--- config.mk ---
export PLATFORM = sky130hd
export DESIGN_NAME = vram_tile_write_scheduler
export DESIGN_NICKNAME = d
export VERILOG_FILES = /design/src/rtl/vram_tile_write_scheduler.sv
export SDC_FILE = /design/constraint.sdc
export NUM_CORES = 1
export LEC_CHECK = 0
export BUFFER_PORTS_ARGS = -buffer_cell sky130_fd_sc_hd__clkbuf_2
export CAP_MARGIN = 0
export CORE_UTILIZATION = 55
export DETAILED_ROUTE_END_ITERATION = 8
export PLACE_DENSITY = 0.72
export SLEW_MARGIN = 0
export SYNTH_ARGS = -nofsm -noshare
export SYNTH_HDL_FRONTEND = slang
export SYNTH_SLANG_ARGS = --single-unit
export TNS_END_PERCENT = 100
--- constraint.sdc ---
create_clock -name clk -period 7.6 [get_ports clk]
set_clock_uncertainty 0.2 [all_clocks]
set_input_delay 0.76 -clock clk [delete_from_list [all_inputs] [get_ports clk]]
set_output_delay 0.76 -clock clk [all_outputs]
set_load 0.1 [all_outputs]
--- src/rtl/vram_tile_write_scheduler.sv ---
`default_nettype none
// ============================================================================
// Module   : vram_tile_write_scheduler
// Brief    : Collects 16 in-order host words of one tile into a staging
//            buffer, then writes the whole tile to tile memory as a single
//            uninterrupted 16-cycle strobe burst.
// Revision : 1.0 - initial release
// ============================================================================
module vram_tile_write_scheduler #(
  parameter int CNT_W = 16
) (
  input  logic             clk,
  input  logic             reset,
  input  logic             in_valid,
  output logic             in_ready,
  input  logic [14:0]      in_addr,
  input  logic [15:0]      in_data,
  input  logic             flush,
  output logic             mem_write_enable,
  output logic [14:0]      mem_write_addr,
  output logic [15:0]      mem_write_data,
  output logic             busy,
  output logic [CNT_W-1:0] tiles_written,
  output logic             seq_error
);

  typedef enum logic [0:0] {
    FILL  = 1'b0,
    BURST = 1'b1
  } state_t;

  localparam logic [3:0] c_last_word = 4'd15;

  state_t      r_state;
  state_t      w_state_next;
  logic [3:0]  r_fill_cnt;
  logic [3:0]  w_fill_cnt_next;
  logic [10:0] r_base;
  logic [10:0] w_base_next;
  logic [3:0]  r_burst_idx;
  logic [3:0]  w_burst_idx_next;
  logic        w_slot_we;
  logic [3:0]  w_slot_idx;
  logic        w_set_err;
  logic        w_tile_done;
  logic        w_accept;

  // Staging buffer; contents are only meaningful below the fill count,
  // so it carries no reset.
  logic [15:0] r_slot [16];

  // Next-state, staging control and all block outputs.
  always_comb begin
    w_state_next     = r_state;
    w_fill_cnt_next  = r_fill_cnt;
    w_base_next      = r_base;
    w_burst_idx_next = r_burst_idx;
    w_slot_we        = 1'b0;
    w_slot_idx       = 4'd0;
    w_set_err        = 1'b0;
    w_tile_done      = 1'b0;
    w_accept         = 1'b0;
    in_ready         = 1'b0;
    mem_write_enable = 1'b0;
    mem_write_addr   = 15'd0;
    mem_write_data   = 16'd0;

    case (r_state)
      FILL: begin
        in_ready = 1'b1;
        w_accept = in_valid;
        if (flush) begin
          // Flush wins over a word presented in the same cycle.
          w_fill_cnt_next = 4'd0;
        end else if (w_accept) begin
          if ((r_fill_cnt != 4'd0) && (in_addr == {r_base, r_fill_cnt})) begin
            w_slot_we  = 1'b1;
            w_slot_idx = r_fill_cnt;
            if (r_fill_cnt == c_last_word) begin
              w_state_next     = BURST;
              w_fill_cnt_next  = 4'd0;
              w_burst_idx_next = 4'd0;
            end else begin
              w_fill_cnt_next = r_fill_cnt + 4'd1;
            end
          end else begin
            // Out-of-order word: abandon the partial tile, then treat the
            // word as a potential start of a new tile.
            if (r_fill_cnt != 4'd0) begin
              w_set_err = 1'b1;
            end
            if (in_addr[3:0] == 4'd0) begin
              w_slot_we       = 1'b1;
              w_slot_idx      = 4'd0;
              w_base_next     = in_addr[14:4];
              w_fill_cnt_next = 4'd1;
            end else begin
              w_set_err       = 1'b1;
              w_fill_cnt_next = 4'd0;
            end
          end
        end
      end

      BURST: begin
        mem_write_enable = 1'b1;
        mem_write_addr   = {r_base, r_burst_idx};
        mem_write_data   = r_slot[r_burst_idx];
        w_burst_idx_next = r_burst_idx + 4'd1;
        if (r_burst_idx == c_last_word) begin
          w_state_next     = FILL;
          w_burst_idx_next = 4'd0;
          w_tile_done      = 1'b1;
        end
      end

      default: begin
        w_state_next = FILL;
      end
    endcase

    busy = (r_state == BURST) || (r_fill_cnt != 4'd0);
  end

  // State register plus counters and the sticky error flag.
  always_ff @(posedge clk) begin
    if (reset) begin
      r_state       <= FILL;
      r_fill_cnt    <= 4'd0;
      r_base        <= 11'd0;
      r_burst_idx   <= 4'd0;
      tiles_written <= '0;
      seq_error     <= 1'b0;
    end else begin
      r_state     <= w_state_next;
      r_fill_cnt  <= w_fill_cnt_next;
      r_base      <= w_base_next;
      r_burst_idx <= w_burst_idx_next;
      if (w_tile_done) begin
        tiles_written <= tiles_written + 1'b1;
      end
      if (w_set_err) begin
        seq_error <= 1'b1;
      end
    end
  end

  // Staging buffer write port.
  always_ff @(posedge clk) begin
    if (w_slot_we) begin
      r_slot[w_slot_idx] <= in_data;
    end
  end

endmodule
`default_nettype wire
After elaboration in Yosys (flattened, before gate mapping)
Memory sizes are Yosys's and may differ from the RTL's. A register that Yosys moved wholly into a read port is not among the register bits.
Index checks and enable logic that the tools add are counted.
{ "totals": {"regBits": 37, "n_memories": 1, "elab_cells": 70, "ram_bits": 256, "in_bits": 35} }
{ "mem_list": {"columns": ["memory", "depth", "word_bits", "rd", "rd_clocked_by_memory_dff", "write_ports", "line_no", "text"], "rows": [
  ["r_slot", 16, 16, 1, 1, 1, "50", "logic [15:0] r_slot [16];"]
]} }
{ "op_classes": {"eq_ne": 7, "bitwise": 3, "addsub": 3, "n_reduce_logical": 8, "mux": 42} }
{ "ops": {"columns": ["op", "n"], "rows": [
  ["$mux 4", 15],
  ["$mux 1", 23],
  ["$add 16x1->16 const B", 1],
  ["$mux 16", 1],
  ["$eq 15x15->1", 1],
  ["$mux 15", 1],
  ["$add 4x1->4 const B", 2],
  ["$eq 4x4->1 const B", 2],
  ["$ne 2x2->1 const B", 4],
  ["$pmux 4 s2", 1],
  ["$reduce_and 5->1", 1],
  ["$logic_not 4->1", 1],
  ["$reduce_and 4->1", 1],
  ["$reduce_bool 4->1", 1],
  ["$not 1->1", 3],
  ["$pmux 1 s2", 1],
  ["$reduce_and 2->1", 1],
  ["$reduce_bool 2->1", 1],
  ["$logic_and 1x1->1", 1],
  ["$logic_or 1x1->1", 1]
]} }

Logic depth before layout (Yosys ltp)
Gate-level depths: netlist of the first run.
{ "depth": {"ltp_word": 8, "mapped_depth": 9} }

Least setup slack after synthesis of the first run
No wires, ideal clock.
{ "synth_path": {"path_type": "register to register", "startpoint": "register r_state", "endpoint": "memory r_slot[9][0] (enable)", "stages_incl_launch_ff": 6, "synth_period_minus_slack_ns": 4.375, "t_arrival_ns": 3.745, "setup_slack_ns": 3.225, "required_ns": 6.970, "cell_sequence": "dfxtp_1 -> buf_2 -> inv_2 -> nand3_1 -> clkbuf_1 -> nor4_1"} }
{ "synth_between": {"elab_chain_cells": 3, "word_cells_on_any_way": 4, "classes_between": "4 x mux"} }
{ "synth_rtl": {"columns": ["element", "line_no", "text"], "rows": [
  ["start, declared", "34", "state_t r_state;"],
  ["start signal, assigned", "135", "r_state <= w_state_next;"],
  ["$mux 1", "68", "case (r_state)"],
  ["$mux 1", "150", "if (w_slot_we) begin"],
  ["$mux 1 (not written as such)", "151", "r_slot[w_slot_idx] <= in_data;"],
  ["end, declared", "50", null]
]} }
Several ways; a longest one is shown, not always the timed one.

==> impl_metrics.env, run 1 <==
export IMPL_stdcell_area_sq_um=13900
export IMPL_yosys_warnings=0
export IMPL_rsz0062_at_grt="no"
export IMPL_routed_wl_mm=25.2
export IMPL_worst_setup_path_start_kind="flop"
export IMPL_relSlewSlack_pct=30.7
export IMPL_ys_seq_area_share_pct=70.6
export IMPL_fin_nets=787
export IMPL_die_width_um=150
export IMPL_synth_most_common_cell="edfxtp_1"
export IMPL_status="finished, final reports clean"
export IMPL_worstPathRequired_ns=6.64
export IMPL_drt_iter0_markers=633
export IMPL_dpl_cell_area_sq_um=12900
export IMPL_yosysUniqueCellTypes=44
export IMPL_synthTopCellsByArea="edfxtp_1 64%, mux4_2 15%, dfxtp_1 6.8%"
export IMPL_cts_root_buf="clkbuf_16"
export IMPL_viasPerCell=6.16
export IMPL_drc=0
export IMPL_crit_arrival_ns=3.62
export IMPL_seq_area_sq_um=8510
export IMPL_vias=6448
export IMPL_syn_area_sq_um=12100
export IMPL_synth_ff_type="edfxtp_1"
export IMPL_die_y_um=150
export IMPL_clk_latency_ns=0.54
export IMPL_worstHoldStart="seq_error$_SDFFE_PP0P_"
export IMPL_core_sq_um=21300
export IMPL_finalHoldViolCount=0
export IMPL_die_area_sq_um=22500
export IMPL_ctsHoldBuffers=0
export IMPL_synthTopCellsByCount="256 x edfxtp_1, 80 x mux4_2, 41 x dfxtp_1"
export IMPL_ant_nets=0
export IMPL_r2r_start="r_fill_cnt[0]$_SDFFE_PP0P_"
export IMPL_rows=53
export IMPL_cts_tree="yes"
export IMPL_holdWs_ns=0.273
export IMPL_setup_violations=0
export IMPL_min_path_type="flop to flop"
export IMPL_synth_top_area_share_pct=63.8
export IMPL_area_growth_pct=15.3
export IMPL_finalCritPeriodShare_pct=60.3
export IMPL_path_clk_slew_ns=0.07
export IMPL_synthCells=642
export IMPL_wl_per_cell_um=24.1
export IMPL_power_density_nw_per_um2=235
export IMPL_antenna_found_initial=0
export IMPL_worstSetupPathType="flop to primary output"
export IMPL_multi_input_comb_area_sq_um=3430
export IMPL_cts_resized=0
export IMPL_finalSetupTns_ns=0
export IMPL_io_pins=86
export IMPL_total_power_w=0.00327
export IMPL_n_antenna_cell=0
export IMPL_cts_buffer_depth=3
export IMPL_p_leak_nw=4.59
export IMPL_cts_made_buffers=29
export IMPL_grt_max_degree=49
export IMPL_crit_path_max_fanout=48
export IMPL_post_cts_buffers=0
export IMPL_syn_num_nets=681
export IMPL_end_kind="primary output"
export IMPL_max_freq_mhz=218
export IMPL_yosysTopAreaCell="edfxtp_1"
export IMPL_layout_drive_gt1_share_pct=33.1
export IMPL_fill_cells=1406
export IMPL_cts_sinks=297
export IMPL_h_tree_depth=1
export IMPL_grt_pass1_vias=6601
export IMPL_gp_congestion=0.807
export IMPL_grt_pass1_wl_mm=38.4
export IMPL_port_buffers=85
export IMPL_grt_ovfl_total=0
export IMPL_synth_avg_cell_area_sq_um=18.8
export IMPL_ir_drop_mv=0.174
export IMPL_synth_edf_count=256
export IMPL_start_util_pct=56.6
export IMPL_drv_slew=0
export IMPL_cap_violations=0
export IMPL_dp_hpwl_mm=15.1
export IMPL_grt_use_total_pct=23.4
export IMPL_fin_crit_ns=4.58
export IMPL_max_slew_worst_pin_slew_ns=1.03
export IMPL_async_flop_share_pct=0
export IMPL_drtPass1Iterations=5
export IMPL_synth_seq_cells=297
## critical path, stage by stage (launching register included)
cell	delay, ns
dfxtp_4	0.57
buf_4	0.80
mux4_2	0.61
mux4_2	0.51
and2_1	0.18
clkbuf_2	0.36
## per-layer routing
metal / global-route usage [%] / up-vias / wire (um)
li1: - / 2787 / -
met1: 31.3 / 3313 / 9920
met2: 40.3 / 309 / 12900
met3: 3.87 / 39 / 1840
met4: 6.01 / 0 / 505
met5: 0 / - / 0
## per-stage QoR
step	cells	setup slack [ns]	utilization (%)
floorplan	642	3.23	-
global placement	992	3.51	60.7
detailed placement	992	3.49	60.7
CTS	1046	2.92	65.3
global route	1046	2.78	65.3
finish	1046	3.02	65.3
## flip-flops by register name (all words and copies together), names as in the netlist, named ones only
signal         cells
r_base            11
r_burst_idx        4
r_fill_cnt         4
r_slot           256
r_state            1
seq_error          1
tiles_written     16
## cell type report
| type | instances | share of cell area [%] |
|---|---|---|
| Sequential cell | 297 | 61.2 |
| Multi-Input combinational cell | 301 | 24.6 |
| Clock buffer | 34 | 5.58 |
| Timing Repair Buffer | 109 | 4.36 |
| Tap cell | 275 | 2.47 |
| Clock inverter | 20 | 1.43 |
| Inverter | 10 | 0.270 |
## where the power goes
part / switching [W] / internal [W] / total, W
clock: 0.000586 / 0.000863 / 0.00145
sequential: 0.000000915 / 0.00177 / 0.00177
combinational: 0.0000371 / 0.0000145 / 0.0000516
## cells by family after synthesis
| family | after synthesis | synth area share (%) |
|---|---|---|
| compound gates | 25 | 1.36 |
| xor+xnor | 29 | 2.17 |
| fa+ha+maj | 4 | 0.415 |
| buf+inv | 44 | 1.99 |
| flops | 297 | 70.6 |
| mux | 92 | 15.9 |
| simple gates | 151 | 7.56 |
## cells in the final DEF (no fill, tap or decap), drive strengths merged
cell type	instances
or2	1
a21oi	8
or3	3
mux2i	12
nand4	8
o22ai	1
a211oi	1
a41oi	1
buf	24
dfxtp	41
and2	30
xor2	22
a32o	4
nor2	26
nand2b	24
nand3	12
o41ai	1
edfxtp	256
nor2b	1
nor3	2
nand2	18
xnor2	7
clkinv	13
nor3b	2
a21boi	1
bufinv	4
mux4	80
clkinvlp	1
clkbuf	119
and4	3
ha	4
o211ai	2
nor4	17
o21ai	6
inv	12
or4	1
nor4b	3
## path summary, 6_finish.rpt
| kind | endpoint | slack, ns | depth (start not counted) |
|---|---|---|---|
| setup / recovery | mem_write_data[7] | 3.02 | 5 |
| hold / removal | seq_error$_SDFFE_PP0P_ | 0.27 | 2 |
| setup reg to reg | r_slot[1][11]$_DFFE_PP_ | 3.66 | 8 |
| hold reg to reg | seq_error$_SDFFE_PP0P_ | 0.27 | 2 |
Note: power is estimated with default switching activity, not from simulation.
==> run 2: changes to the inputs <==
- ABC_AREA: default -> 1
- CORE_UTILIZATION: 55 -> 54
- PLACE_DENSITY: 0.72 -> 0.73
- clock period: 7.6 -> 3.85 ns (I/O delays scaled with it)
==> run 2 against run 1 <==
- clock power increased by 82%
- non-clock buffer count increased by 18
- sequential share of layout area decreased by 1.4 points
- core utilization decreased by 0.77 points
- critical path depth increased by 1
- final cell count increased by 41%
- synthesized cell count increased by 67%
- power increased by 91%
- critical path type unchanged
- largest cell class unchanged
- highest routed layer unchanged
==> impl_metrics.env, run 2 <==
export IMPL_grt_use_total_pct=25.0
export IMPL_finalHoldViolCount=0
export IMPL_busiest_layer="met2"
export IMPL_cap_violations=0
export IMPL_synth_top_area_share_pct=62.8
export IMPL_min_path_cells=1
export IMPL_synth_ff_type="edfxtp_1"
export IMPL_crit_top_cell="buf_12"
export IMPL_grt_pass1_wl_mm=44.8
export IMPL_grt_ovfl_total=0
export IMPL_post_route_util_pct=64.5
export IMPL_use_met1_pct=35.2
export IMPL_max_stage_delay_ns=0.64
export IMPL_die_y_um=153
export IMPL_finalCritPeriodShare_pct=86.7
export IMPL_dp_hpwl_mm=17.0
export IMPL_setup_ws_ns=0.514
export IMPL_fin_crit_ns=3.34
export IMPL_worstPathRequired_ns=3.26
export IMPL_total_power_w=0.00624
export IMPL_yosys_warnings=0
export IMPL_max_freq_mhz=300
export IMPL_largest_reg_flops=256
export IMPL_p_seq_share_pct=55.9
export IMPL_cts_root_buf="clkbuf_16"
export IMPL_synth_most_common_cell="edfxtp_1"
export IMPL_fin_nets=1207
export IMPL_p_switching_w=0.00124
export IMPL_syn_area_sq_um=12200
export IMPL_ys_seq_area_share_pct=69.5
export IMPL_drt_iter0_markers=808
export IMPL_max_slew_worst_pin_slew_ns=1.03
export IMPL_critical_path_top_delay_family="compound AO/OA/AOI/OAI gates"
export IMPL_top_regs="r_slot (256), tiles_written (16), r_base (11)"
export IMPL_gp_congestion=0.880
export IMPL_synthTopCellsByCount="256 x edfxtp_1, 192 x nor2_1, 144 x o21ai_0"
export IMPL_worst_setup_path_start_kind="flop"
export IMPL_r2r_start="r_fill_cnt[0]$_SDFFE_PP0P_"
export IMPL_area_growth_pct=16.2
export IMPL_worstHoldStart="in_data[11]"
export IMPL_layout_commonest_cell="edfxtp_1"
export IMPL_path_clk_slew_ns=0.06
export IMPL_async_flop_share_pct=0
export IMPL_port_buffers=85
export IMPL_crit_path_top_delay_cell="dfxtp_4"
export IMPL_core_sq_um=22000
export IMPL_layout_common_cells="256 x edfxtp_1, 176 x nor2_1, 144 x o21ai_0"
export IMPL_synth_edf_count=256
export IMPL_die_width_um=153
export IMPL_cp_num_buf_inv=2
export IMPL_synth_seq_cells=297
export IMPL_switching_share_pct=19.9
export IMPL_yosysTopAreaCell="edfxtp_1"
export IMPL_yosysUniqueCellTypes=35
export IMPL_syn_num_nets=1110
export IMPL_finalSetupTns_ns=0
export IMPL_rr_endpoint="r_slot[6][0]$_DFFE_PP_"
export IMPL_routed_wl_mm=29.1
export IMPL_status="finished, final reports clean"
export IMPL_layout_drive_gt1_share_pct=16.7
export IMPL_dpl_cell_area_sq_um=13200
export IMPL_grt_pass1_vias=8158
export IMPL_cts_made_buffers=29
export IMPL_wl_per_cell_um=19.8
export IMPL_synthTopCellsByArea="edfxtp_1 63%, dfxtp_1 6.7%, o21ai_0 5.9%"
export IMPL_viasPerCell=5.89
export IMPL_grt_met3_usage_pct=3.56
export IMPL_drtPass1Iterations=7
export IMPL_ant_nets=0
export IMPL_cts_sinks=297
export IMPL_crit_path_max_fanout=65
export IMPL_stdcell_area_sq_um=14200
export IMPL_power_density_nw_per_um2=439
export IMPL_n_antenna_cell=0
export IMPL_h_tree_depth=1
export IMPL_setup_violations=0
export IMPL_cts_tree="yes"
export IMPL_synthCells=1071
export IMPL_top_register="r_slot"
export IMPL_min_path_type="input pin to flop"
export IMPL_p_leak_nw=5.17
export IMPL_io_pins=86
export IMPL_p_clk_share_pct=42.2
export IMPL_r2r_setup_slack_ns=0.73
export IMPL_post_cts_buffers=0
export IMPL_rsz0062_at_grt="no"
export IMPL_synth_avg_cell_area_sq_um=11.4
export IMPL_crit_arrival_ns=2.75
export IMPL_dpl_worst_slack_ns=0.765
export IMPL_grt_max_degree=91
export IMPL_worstRegToRegCells=11
export IMPL_relSlewSlack_pct=31.4
export IMPL_drc=0
export IMPL_crit_chain="buf_12, o21ai_0, o221ai_1, o211ai_1, a21oi_1, buf_12"
export IMPL_antenna_found_initial=0
export IMPL_start_util_pct=55.6
export IMPL_worstSetupPathType="flop to primary output"
export IMPL_rows=54
export IMPL_ir_drop_mv=0.323
export IMPL_p_comb_share_pct=1.8
export IMPL_use_met2_pct=40.6
export IMPL_min_to="r_slot[3][11]$_DFFE_PP_"
export IMPL_drv_slew=0
export IMPL_cts_buffer_depth=3
export IMPL_die_area_sq_um=23300
export IMPL_clk_latency_ns=0.54
export IMPL_vias=8659
export IMPL_end_kind="primary output"
export IMPL_p_int_w=0.00500
==> run 2: cell type report <==
type | count | area, sq um
clock inverter | 15 | 110
clock buffer | 39 | 773
timing repair buffer | 127 | 971
multi-input combinational | 640 | 3220
inverter | 73 | 275
sequential | 297 | 8510
tap | 280 | 350
fill | 1611 | 7810
==> run 2: cell families (layout without fill, tap and decap cells) <==
group	after synthesis	after routing	share of synthesized area [%]
AO/OA/AOI/OAI	272	272	13.2
adder cells (fa/ha/maj)	4	4	0.409
buffers and inverters	134	254	4.49
flip-flops	297	297	69.5
XOR/XNOR	3	3	0.215
AND/OR/NAND/NOR	361	361	12.2
==> run 2: metal layers <==
layer | routed length [um] | share of wire (%)
met1 | 12100 | 42
met2 | 13800 | 47
met5 | 0 | 0
met3 | 2570 | 8.8
met4 | 662 | 2.3
==> run 2: metrics by stage <==
| stage | instances | hold slack, ns |
|---|---|---|
| floorplan | 1071 | 0.284 |
| global placement | 1405 | 0.243 |
| detailed placement | 1405 | 0.253 |
| CTS | 1471 | 0.0543 |
| global route | 1471 | 0.0776 |
| finish | 1471 | 0.0781 |
==> run 2: timing repair <==
action / in CTS / in global routing
hold endpoints to repair: 15 / 0
hold buffers: 12 / 0
gates resized for setup: 0 / 0
==> run 2: how the worst max path moves through the flow <==
| stage | endpoint | startpoint | cells after the start |
|---|---|---|---|
| after CTS | mem_write_data[3] | flop | 6 |
| after floorplan | mem_write_data[10] | r_state$_SDFF_PP0_ | 4 |
| after detailed placement | r_slot[4][2]$_DFFE_PP_ | r_fill_cnt[0]$_SDFFE_PP0P_ | 11 |
| after global placement | r_slot[6][0]$_DFFE_PP_ | r_fill_cnt[0]$_SDFFE_PP0P_ | 11 |
| final | mem_write_data[0] | flop | 6 |
| after global routing | mem_write_data[0] | flop | 6 |
==> run 2: power groups by stage <==
stage | logic, W | clock network (W) | registers [W]
after global routing | 0.000126 | 0.00277 | 0.00349
final | 0.000115 | 0.00264 | 0.00349
after global placement | 0.000102 | 0 | 0.00356
after floorplan | 0.0000317 | 0 | 0.00357
after detailed placement | 0.000104 | 0 | 0.00356
after CTS | 0.000114 | 0.00266 | 0.00349
